==> src/rtl/mux_scan_seq.sv <==
// Select sequencer for a 4:1 bit mux: scans enabled channels, captures a frame.
// Optional frame parity output enabled by defining MUX_SCAN_PARITY_EN.
module mux_scan_seq #(
  parameter int DWELL = 4,
  parameter int CW    = 8
) (
  input  logic       clk,
  input  logic       rst_n,
  input  logic       start,
  input  logic [3:0] ch_mask,
  output logic [1:0] s,
  input  logic       mux_out,
  output logic       busy,
  output logic [3:0] frame,
  output logic       frame_valid,
  input  logic       frame_ready,
  output logic       start_drop
`ifdef MUX_SCAN_PARITY_EN
  ,
  output logic       frame_par
`endif
);

  typedef enum logic [1:0] {
    IDLE   = 2'd0,
    SETTLE = 2'd1,
    OUT    = 2'd2
  } state_t;

  localparam logic [CW-1:0] LAST = CW'(DWELL - 1);

  state_t        state, state_d;
  logic [1:0]    s_d;
  logic [CW-1:0] cnt, cnt_d;
  logic [3:0]    mask_q, mask_d;
  logic [3:0]    frame_d;
  logic          valid_d;
  logic          drop_d;
  logic [2:0]    nx;

  function automatic logic [1:0] lowest(input logic [3:0] m);
    logic [1:0] l;
    l = 2'd0;
    for (int i = 3; i >= 0; i--)
      if (m[i]) l = 2'(i);
    return l;
  endfunction

  // {found, index} of the lowest enabled channel above cur
  function automatic logic [2:0] next_ch(input logic [3:0] m,
                                         input logic [1:0] cur);
    logic [2:0] r;
    r = 3'd0;
    for (int i = 3; i >= 0; i--)
      if (m[i] && i > int'(cur)) r = {1'b1, 2'(i)};
    return r;
  endfunction

  assign busy = (state != IDLE);

  always_comb begin
    state_d = state;
    s_d     = s;
    cnt_d   = cnt;
    mask_d  = mask_q;
    frame_d = frame;
    valid_d = frame_valid;
    drop_d  = start && (state != IDLE);
    nx      = next_ch(mask_q, s);
    unique case (state)
      IDLE: begin
        if (start && ch_mask != 4'd0) begin
          mask_d  = ch_mask;
          frame_d = 4'd0;
          cnt_d   = '0;
          s_d     = lowest(ch_mask);
          state_d = SETTLE;
        end
      end
      SETTLE: begin
        if (cnt != LAST) begin
          cnt_d = cnt + 1'b1;
        end else begin
          frame_d[s] = mux_out;
          cnt_d      = '0;
          if (nx[2]) begin
            s_d = nx[1:0];
          end else begin
            valid_d = 1'b1;
            state_d = OUT;
          end
        end
      end
      OUT: begin
        if (frame_ready) begin
          valid_d = 1'b0;
          state_d = IDLE;
        end
      end
      default: state_d = IDLE;
    endcase
  end

  always_ff @(posedge clk or negedge rst_n) begin
    if (!rst_n) begin
      state       <= IDLE;
      s           <= 2'd0;
      cnt         <= '0;
      mask_q      <= 4'd0;
      frame       <= 4'd0;
      frame_valid <= 1'b0;
      start_drop  <= 1'b0;
    end else begin
      state       <= state_d;
      s           <= s_d;
      cnt         <= cnt_d;
      mask_q      <= mask_d;
      frame       <= frame_d;
      frame_valid <= valid_d;
      start_drop  <= drop_d;
    end
  end

`ifdef MUX_SCAN_PARITY_EN
  always_ff @(posedge clk or negedge rst_n) begin
    if (!rst_n) frame_par <= 1'b0;
    else        frame_par <= ^frame_d;
  end
`endif

endmodule

==> config.mk <==
export PLATFORM = sky130hd
export DESIGN_NAME = mux_scan_seq
export DESIGN_NICKNAME = d
export VERILOG_FILES = /design/src/rtl/mux_scan_seq.sv
export SDC_FILE = /design/constraint.sdc
export NUM_CORES = 1
export LEC_CHECK = 0
export CAP_MARGIN = 20
export CORE_ASPECT_RATIO = 1.25
export CORE_UTILIZATION = 27
export CTS_CLUSTER_SIZE = 12
export DETAILED_ROUTE_END_ITERATION = 6
export SETUP_SLACK_MARGIN = 0.1
export SYNTH_ARGS = -nofsm -noshare
export SYNTH_HDL_FRONTEND = slang
export SYNTH_SLANG_ARGS = --single-unit
==> constraint.sdc <==
create_clock -name clk -period 1.7 [get_ports clk]
set_input_delay 0.51 -clock clk [delete_from_list [all_inputs] [get_ports clk]]
set_output_delay 0.51 -clock clk [all_outputs]
set_load 0.005 [all_outputs]
==> results of run 1 <==
==> final cells by class <==
class	count	area share (%)
multi-input cells	84	37.7
flip-flops and latches	21	30.6
repair buffers	49	23.7
well taps	54	3.93
clock buffers	3	2.40
inverters	6	1.31
clock inverters	1	0.291
==> sequential cells by signal (all words and copies together) (netlist names) <==
name / flops
mask_q: 3
s: 2
cnt: 8
start_drop: 1
frame: 4
state: 2
frame_valid: 1
==> through the flow <==
step / instances / TNS [ns] / area, µm²
floorplan: 114 / -0.107 / 1150
global placement: 205 / -6.08 / 1530
detailed placement: 205 / -6.61 / 1530
CTS: 214 / -0.343 / 1630
global route: 218 / -1.41 / 1720
finish: 218 / -0.609 / 1720
==> power by group <==
part | total, mW | internal [mW] | leakage [nW] | switching, mW
logic | 1.76 | 0.917 | 0.533 | 0.844
registers | 0.795 | 0.691 | 0.265 | 0.104
clock network | 0.332 | 0.164 | 0.0255 | 0.169
==> timing repair <==
action,4_1_cts,5_1_grt
setup endpoints to repair,28,18
resized for setup,24,15
hold buffers,0,0
endpoints found under the hold margin,0,0
gates cloned,0,0
buffers inserted,5,4
pin swaps,8,8
==> path summary, 6_finish.rpt <==
| check | slack, ns | endpoint | cells after the start | start |
|---|---|---|---|---|
| worst max-delay path | -0.09 | frame[3] | 5 | cnt[1] |
| worst min-delay path | 0.57 | cnt[0] | 2 | cnt[0] |
| worst max register to register | -0.09 | frame[3] | 5 | cnt[1] |
| worst min register to register | 0.57 | cnt[0] | 2 | cnt[0] |
| max in group asynchronous | 0.86 | s[1] | 2 | rst_n |
| min in group asynchronous | 0.60 | start_drop | 2 | rst_n |
==> cells by family after synthesis <==
logic type,count (synthesis),synth area share [%]
buffers and inverters,9,4.15
adders and majority gates,1,1.12
AOI/OAI and AO/OA,32,19.2
and+or+nand+nor,44,21.6
muxes,6,6.06
xor gates and xnor gates,1,0.786
DFF,21,47.1
==> cells in the mapped netlist, drive strengths merged (2+ instances only) <==
master   n  area [µm²]
mux2     6        67.6
a21oi    6        30.0
nand2    7        26.3
inv      6        22.5
o21ai    7        35.0
dfrtp   21         526
or2      2        12.5
a22o     3        27.5
nor2    13        48.8
a21o     4        30.0
buf      3        23.8
o31ai    3        22.5
nand3    5        25.0
a31oi    4        25.0
nor2b    6        37.5
nand2b   3        18.8
==> metal layers <==
metal  track usage, %  routed length (µm)  vias up  share of wire, %
met5                0                   0        -                 0
met4             5.56                  41        0               1.4
met3             2.29                 107        5               3.6
met2             26.7                1580       33                53
met1             16.7                1250      526                42
li1                 -                   -      508                 -
==> worst max-delay path, stage by stage, from the launching register on <==
cell	delay [ns]
dfrtp_1	0.36
ha_2	0.18
or3b_4	0.40
nor3_4	0.29
nand3_1	0.12
mux2_1	0.31
==> out/summary.txt, run 1 <==
Status = finished with violations
Failing checks = negative setup slack
Post-Syn Instances = 114
DPL Wire Length = 2090 µm
Syn Nets = 124
Cell Pwr Density = 1680 nW/µm²
Setup-failing EPs final = 11
Die height = 73.8 µm
Area occupied by multi-input gates = 648 µm²
Gr usage total = 14.6%
Power Total = 2.89 mW
CP max FO = 5
Worst hold-check path type = register to register
CTS Sinks = 21
Clk slew on worst S/H paths = 0.08 ns
Register area = 527 µm²
Min setup slack post-route = -0.0885 ns
VDD IR-drop max = 0.000834 V
Vias per cell = 4.92
Max-Cap Viols = 0
Antenna violation net count after detailed routing = 0
Sequential area share after synthesis = 47.1%
Inserted Clock Buffers = 3
Longest Clk Path Bufs = 2
Highest clock rate = 0.559 GHz
Post-Syn Area = 1110 µm²
Mean Syn Cell Area = 9.78 µm²
Layout cells sized above 1 = 37.2%
WP data required = 1.86 ns
Endpoints failing hold = 0
Pre-CTS setup slack = -0.497 ns
Initial core utilization = 28.7%
Most frequent cells in the layout = buf_4, dfrtp_1, dlygate4sd2_1
Die ar. = 4390 µm²
DIE WIDTH = 59.5 µm
Worst setup EP type = register
Worst Path Arrival = 1.94 ns
Final nets = 175
# DRC = 0
Setup Skew = 0.00660 ns
H-Tree Depth = 1
CTS tree = yes
Number of diodes = 0
Initial antenna violation count = 0
Yosys warnings = 0
Async SR Flop Fraction = 100%
CP startpoint kind = register
Number of global-route vias before repair = 1061
DRT Pass-1 Iters = 4
Period utilization = 105%
Area grow syn2layout = 54.2%
Commonest non-fill, non-tap cell in the layout = buf_4
Leakage = 0.823 nW
Starting DRC count in detailed routing = 29
Util after Layout = 44.3%
Final Max Tran Viols = 0
# IOs = 18
EDFF count, synth = 0
Total core area = 3880 µm²
Largest net degree at the start of global routing = 22
Worst slew pin tran = 0.383 ns
Via count = 1072
Critical path class = register to register
Unique masters post-synth = 35
Minimum period implied by the final worst setup slack = 1.79 ns
Worst-Skew Late Latency = 0.26 ns
IO Port Bufs = 17
RSZ-0062 raised after global routing = true
FP Rows = 25
CTS Root Cell = clkbuf_8
Final Hold Slack = 0.572 ns
#FFs+latches synth = 21
Top FF cell, synth = dfrtp_1
Total congestion overflow = 0
First-pass GRT wire length = 4780 µm
GP Congestion = 0.792
Wirelength per Cell = 13.6 µm
Filler Cell Count = 385
Post-Route WL = 2970 µm
Slew margin rel. = 74.4%
Power figures use the tool's default switching activity.
==> run 2: changes to the inputs <==
==> constraint.sdc (replaced) <==
create_clock -name clk -period 1.94 [get_ports clk]
set_input_delay 0.582 -clock clk [delete_from_list [all_inputs] [get_ports clk]]
set_output_delay 0.582 -clock clk [all_outputs]
set_load 0.005 [all_outputs]
==> run 2 against run 1 <==
  * The run now ends clean
  * Worst setup slack better by 0.22 ns
  * Hold slack worse by 0.058 ns
  * Design area down 7.4%
  * Cell count down 4.6%
  * Core utilization down 3.3 points
  * Global-route usage down 1.4 points
  * Clock-buffer cell count unchanged
  * Critical endpoint unchanged
==> out/summary.txt, run 2 (synthesis results as in run 1) <==
Longest Clk Path Bufs = 2
Worst-Skew Late Latency = 0.27 ns
RSZ-0062 raised after global routing = true
Slowest stage cell, crit path = or4_4
Met1 Use GR = 15.1%
Largest register FFs = 8
CTS Root Cell = clkbuf_8
# IOs = 18
Number of global-route vias before repair = 969
CP max FO = 5
CP delay by family, top = simple AND/OR/NAND/NOR gates
Inserted Clock Buffers = 3
Final nets = 165
IO Port Bufs = 17
H-Tree Depth = 1
Cell Pwr Density = 1410 nW/µm²
Layout cells sized above 1 = 27.3%
Initial antenna violation count = 0
Antenna violation net count after detailed routing = 0
Minimum period implied by the final worst setup slack = 1.81 ns
Filler Cell Count = 400
Post-DP Area = 1440 µm²
Commonest non-fill, non-tap cell in the layout = buf_4
First-pass GRT wire length = 4240 µm
Met3 Usage GRT = 2.64%
Biggest register = cnt
Worst path cell trace = or4_4 -> nor3_4 -> nand3_1 -> mux2_1
Die ar. = 4390 µm²
CTS Sinks = 21
Total core area = 3880 µm²
# DRC = 0
Setup-failing EPs final = 0
Leakage = 0.763 nW
CTS tree = yes
Final Max Tran Viols = 0
Largest net degree at the start of global routing = 22
Worst Path Arrival = 1.96 ns
VDD IR-drop max = 0.000486 V
Starting DRC count in detailed routing = 20
DRT Pass-1 Iters = 4
Initial core utilization = 28.7%
FP Rows = 25
Period utilization = 93.4%
Total congestion overflow = 0
Global routing usage on met2 = 21.6%
Most frequent cells in the layout = buf_4, dfrtp_1, nor2_1
DPL Wire Length = 1860 µm
Gr usage total = 13.2%
Critical path class = register to register
Final Hold Slack = 0.514 ns
Worst setup EP type = register
Endpoints failing hold = 0
Critical path buffers and inverters = 0
Clk slew on worst S/H paths = 0.08 ns
WP data required = 2.09 ns
Worst slew pin tran = 0.304 ns
Max-Cap Viols = 0
Largest regs = cnt x8, frame x4, mask_q x3
Gr busiest metal = met2
Slowest cell delay on critical path = 0.56 ns
GP Congestion = 0.837
Number of diodes = 0
Via count = 1009
Area grow syn2layout = 42.9%
CP startpoint kind = register
Post-Route WL = 2750 µm
Slew margin rel. = 79.8%
Die height = 73.8 µm
Status = finished, final reports clean
Highest clock rate = 0.552 GHz
CTS Hold Bufs = 0
DIE WIDTH = 59.5 µm
Vias per cell = 4.85
Setup Skew = 0.00610 ns
Worst hold-check path type = register to register
Final instance area = 1590 µm²
Wirelength per Cell = 13.2 µm
## run 2: routing by layer
layer / up-vias / share of wire [%]
met5: - / 0
met4: 0 / 2.8
met3: 6 / 4.7
met2: 32 / 50
met1: 485 / 42
li1: 486 / -
## run 2: where the power goes
group | internal, mW | switching [mW]
Sequential | 0.608 | 0.120
Clock | 0.144 | 0.154
Combinational | 0.645 | 0.568
Total | 1.40 | 0.842
## run 2: worst register-to-register path, stage by stage, from the launching register on
cell and delay, ns:
dfrtp_1 0.42, or4_4 0.56, nor3_4 0.28, nand3_1 0.12, mux2_1 0.32
## run 2: layout make-up
| class | instances | area, µm² | share of cell area (%) |
|---|---|---|---|
| multi-input cells | 84 | 578 | 36.3 |
| inverters | 6 | 22.5 | 1.41 |
| flip-flops and latches | 21 | 528 | 33.1 |
| well taps | 54 | 67.6 | 4.24 |
| clock buffers | 3 | 41.3 | 2.59 |
| clock inverters | 1 | 5.00 | 0.314 |
| repair buffers | 39 | 350 | 22.0 |
## run 2: final timing paths
kind                       slack (ns)        start  cells past startpoint          end
setup reg to reg                 0.13       cnt[5]                      4     frame[3]
hold / removal                   0.51  frame_valid                      2  frame_valid
min in group asynchronous        0.66        rst_n                      2    mask_q[1]
hold reg to reg                  0.51  frame_valid                      2  frame_valid
setup / recovery                 0.13       cnt[5]                      4     frame[3]
max in group asynchronous        1.04        rst_n                      2         s[0]
## run 2: what timing repair did
| item | CTS | global route |
|---|---|---|
| gates cloned | 0 | 1 |
| setup buffers | 2 | 4 |
| pin swaps | 3 | 4 |
| gates resized for setup | 7 | 9 |
| setup endpoints to repair | 18 | 19 |
| hold endpoints to repair | 0 | 0 |
## run 2: per-stage QoR
step / std cells / power [mW] / setup slack (ns) / TNS [ns] / util (%)
floorplan: 114 / 1.38 / 0.138 / 0 / -
global route: 208 / 2.41 / 0.0417 / 0 / 41.1
detailed placement: 197 / 1.82 / -0.318 / -4.31 / 37.2
finish: 208 / 2.24 / 0.129 / 0 / 41.1
CTS: 203 / 2.16 / 0.0942 / 0 / 39.3
global placement: 197 / 1.80 / -0.242 / -3.13 / 37.2
==> RTL change: new RTL, config.mk and constraints of run 1 <==
Encoding of `state_t`: now one-hot (3 bits for 3 states).
--- a/src/rtl/mux_scan_seq.sv
+++ b/src/rtl/mux_scan_seq.sv
@@ -21,10 +21,10 @@
 `endif
 );
 
-  typedef enum logic [1:0] {
-    IDLE   = 2'd0,
-    SETTLE = 2'd1,
-    OUT    = 2'd2
+  typedef enum logic [2:0] {
+    IDLE   = 3'b001,
+    SETTLE = 3'b010,
+    OUT    = 3'b100
   } state_t;
 
   localparam logic [CW-1:0] LAST = CW'(DWELL - 1);
Function: same outputs for any inputs over 10 cycles, from zero or initial values and one cycle with rst_n low; not proved beyond that.
==> RTL change against run 1 <==
  * The flow still finishes with violations (negative setup slack)
  * Die area increased by 9.9%
  * Sequential power decreased by 2%
  * Worst setup slack improved by 0.043 ns
  * Routed wire length increased by 8.3%
  * Critical path depth increased by 1
  * First-iteration DRC count increased by 72%
  * Synthesized area increased by 10%
  * Non-clock buffer count increased by 11
  * Sequential cell count increased by 1
  * Cell area increased by 11%
  * Core utilization decreased by 1.0 points
  * Power decreased by 14%
  * Critical path type unchanged
  * Largest power group unchanged
  * Highest routed layer unchanged
  * Clock skew decreased by 0.0019 ns
  * Critical endpoint is now cnt[5]
==> RTL change: results (changes against run 1) <==
Finish:
- The count of plain and timing-repair buffers came to 60 (+22%).
- The share of cells above drive strength 1 is 0.4301 (+0.05816).
- The largest registers in the layout are cnt (8), frame (4).
- The multi-input combinational cell area was 725.7 sq um (+12%).
- The clock distribution area overhead in the final layout is 0.02370 (-0.003229).
- The area taken by flip-flops and latches is 553.0 sq um (+5.0%).
- The final instance count without filler cells was 244 (+12%).
- The multi-input combinational cell count was 95 (+13%).

Status:
- The checks that failed: negative setup slack.
- The flow ran to the end, but the final reports show violations.

Worst setup path:
- The critical path's slowest cell is sky130_fd_sc_hd__or4b_4.
- The end of the worst register-to-register path is cnt[5].
- The worst-path maximum fanout was 6 (+1).
- The worst reg2reg path startpoint is cnt[0].

STA:
- The setup slack of the critical path after layout is -0.04592 ns (+0.04254 ns).
- The setup TNS came to -0.07557 ns (+0.5338 ns).
- The headroom to the max-slew limit is 0.7625 (+0.01816).
- The final worst clock skew was 0.004710 ns (-0.001888 ns).
- The setup-violating endpoint count in the final report is 6 (-5).

Placed design:
- The final weighted congestion in routability-driven placement came to 0.7472 (-5.7%).
- The number of cells in the design after placement is 226 (+10%).
- The worst setup slack before clock tree synthesis is -0.5706 ns (-0.07364 ns).
- The standard cell area after detailed placement was 0.001672 sq mm (+9.3%).

Logic synthesis:
- Sorting the synthesized cells by how often they occur yields 21 x sky130_fd_sc_hd__dfrtp_1, 13 x sky130_fd_sc_hd__o21ai_1, 12 x sky130_fd_sc_hd__nand2_1.
- The distinct cell type count after synthesis is 44 (+26%).
- The net count after synthesis was 135 (+8.9%).
- The per-instance average area after synthesis was 9.829 sq um (+0.51%).
- The proportion of synthesized chip area in sequential cells is 0.4491 (-0.02230).
- The number of register bits inferred by synthesis is 22 (+4.8%).

Global route:
- The largest net degree at the start of global routing came to 23 (+4.5%).
- The via count of the first global-routing pass is 1,225 (+15%).
- The global-route usage over all layers is 0.1365 (-0.009927).
- The wire length of the first global-routing pass is 5278 um (+10%).

Routing:
- The via total after detailed routing is 1,215 (+13%).
- The initial DRC count is 50 (+72%).
- The routed length per instance is 13.20 um (-3.2%).

Power:
- The standby leakage power is 0.8859 nW (+7.6%).
- The highest ir drop seen on vdd came to 0.4395 mV (-47%).

Floorplan:
- The die outline area is 0.004826 sq mm (+9.9%).

Worst hold path:
- The hold path endpoint is frame[3].
[RTL change: power breakdown]
| part | switching [mW] | leakage, nW | internal (mW) |
|---|---|---|---|
| combinational | 0.635 | 0.578 | 0.738 |
| clock | 0.175 | 0.0228 | 0.167 |
| sequential | 0.114 | 0.285 | 0.662 |
[RTL change: worst max-delay path by stage]
stage	end	cells past startpoint
4_1_cts	s[0]	6
3_3_place_gp	cnt[5]	7
3_5_place_dp	cnt[5]	7
5_1_grt	cnt[5]	6
2_1_floorplan	frame[1]	6
6_report	cnt[5]	6
[RTL change: worst register-to-register path: stages (launching register included)]
cell	delay [ns]
sky130_fd_sc_hd__dfrtp_1	0.41
sky130_fd_sc_hd__ha_4	0.17
sky130_fd_sc_hd__or4b_4	0.50
sky130_fd_sc_hd__o21ai_4	0.24
sky130_fd_sc_hd__a31oi_2	0.07
sky130_fd_sc_hd__o21ai_2	0.14
sky130_fd_sc_hd__o41ai_2	0.10
[RTL change: cell families after synthesis]
| kind of cell | count (synthesis) | share of synthesized area |
|---|---|---|
| buffers and inverters | 9 | 0.03767 |
| and+or+nand+nor | 49 | 0.2556 |
| adders and majority gates | 1 | 0.01018 |
| xor gates and xnor gates | 1 | 0.007130 |
| DFF | 22 | 0.4491 |
| AOI/OAI and AO/OA | 39 | 0.2057 |
| muxes | 4 | 0.03462 |
[RTL change: per-layer routing]
layer,track usage,up-vias
met2,0.2681,30
met5,0,-
met3,0.01912,10
met4,0.06047,0
li1,-,585
met1,0.1408,590
[RTL change: what timing repair did]
item | 4_1_cts | 5_1_grt
pin swaps | 18 | 9
cloned | 1 | 0
hold buffers | 0 | 0
endpoints found under the setup margin | 30 | 20
gates resized for setup | 38 | 11
setup buffers | 9 | 4
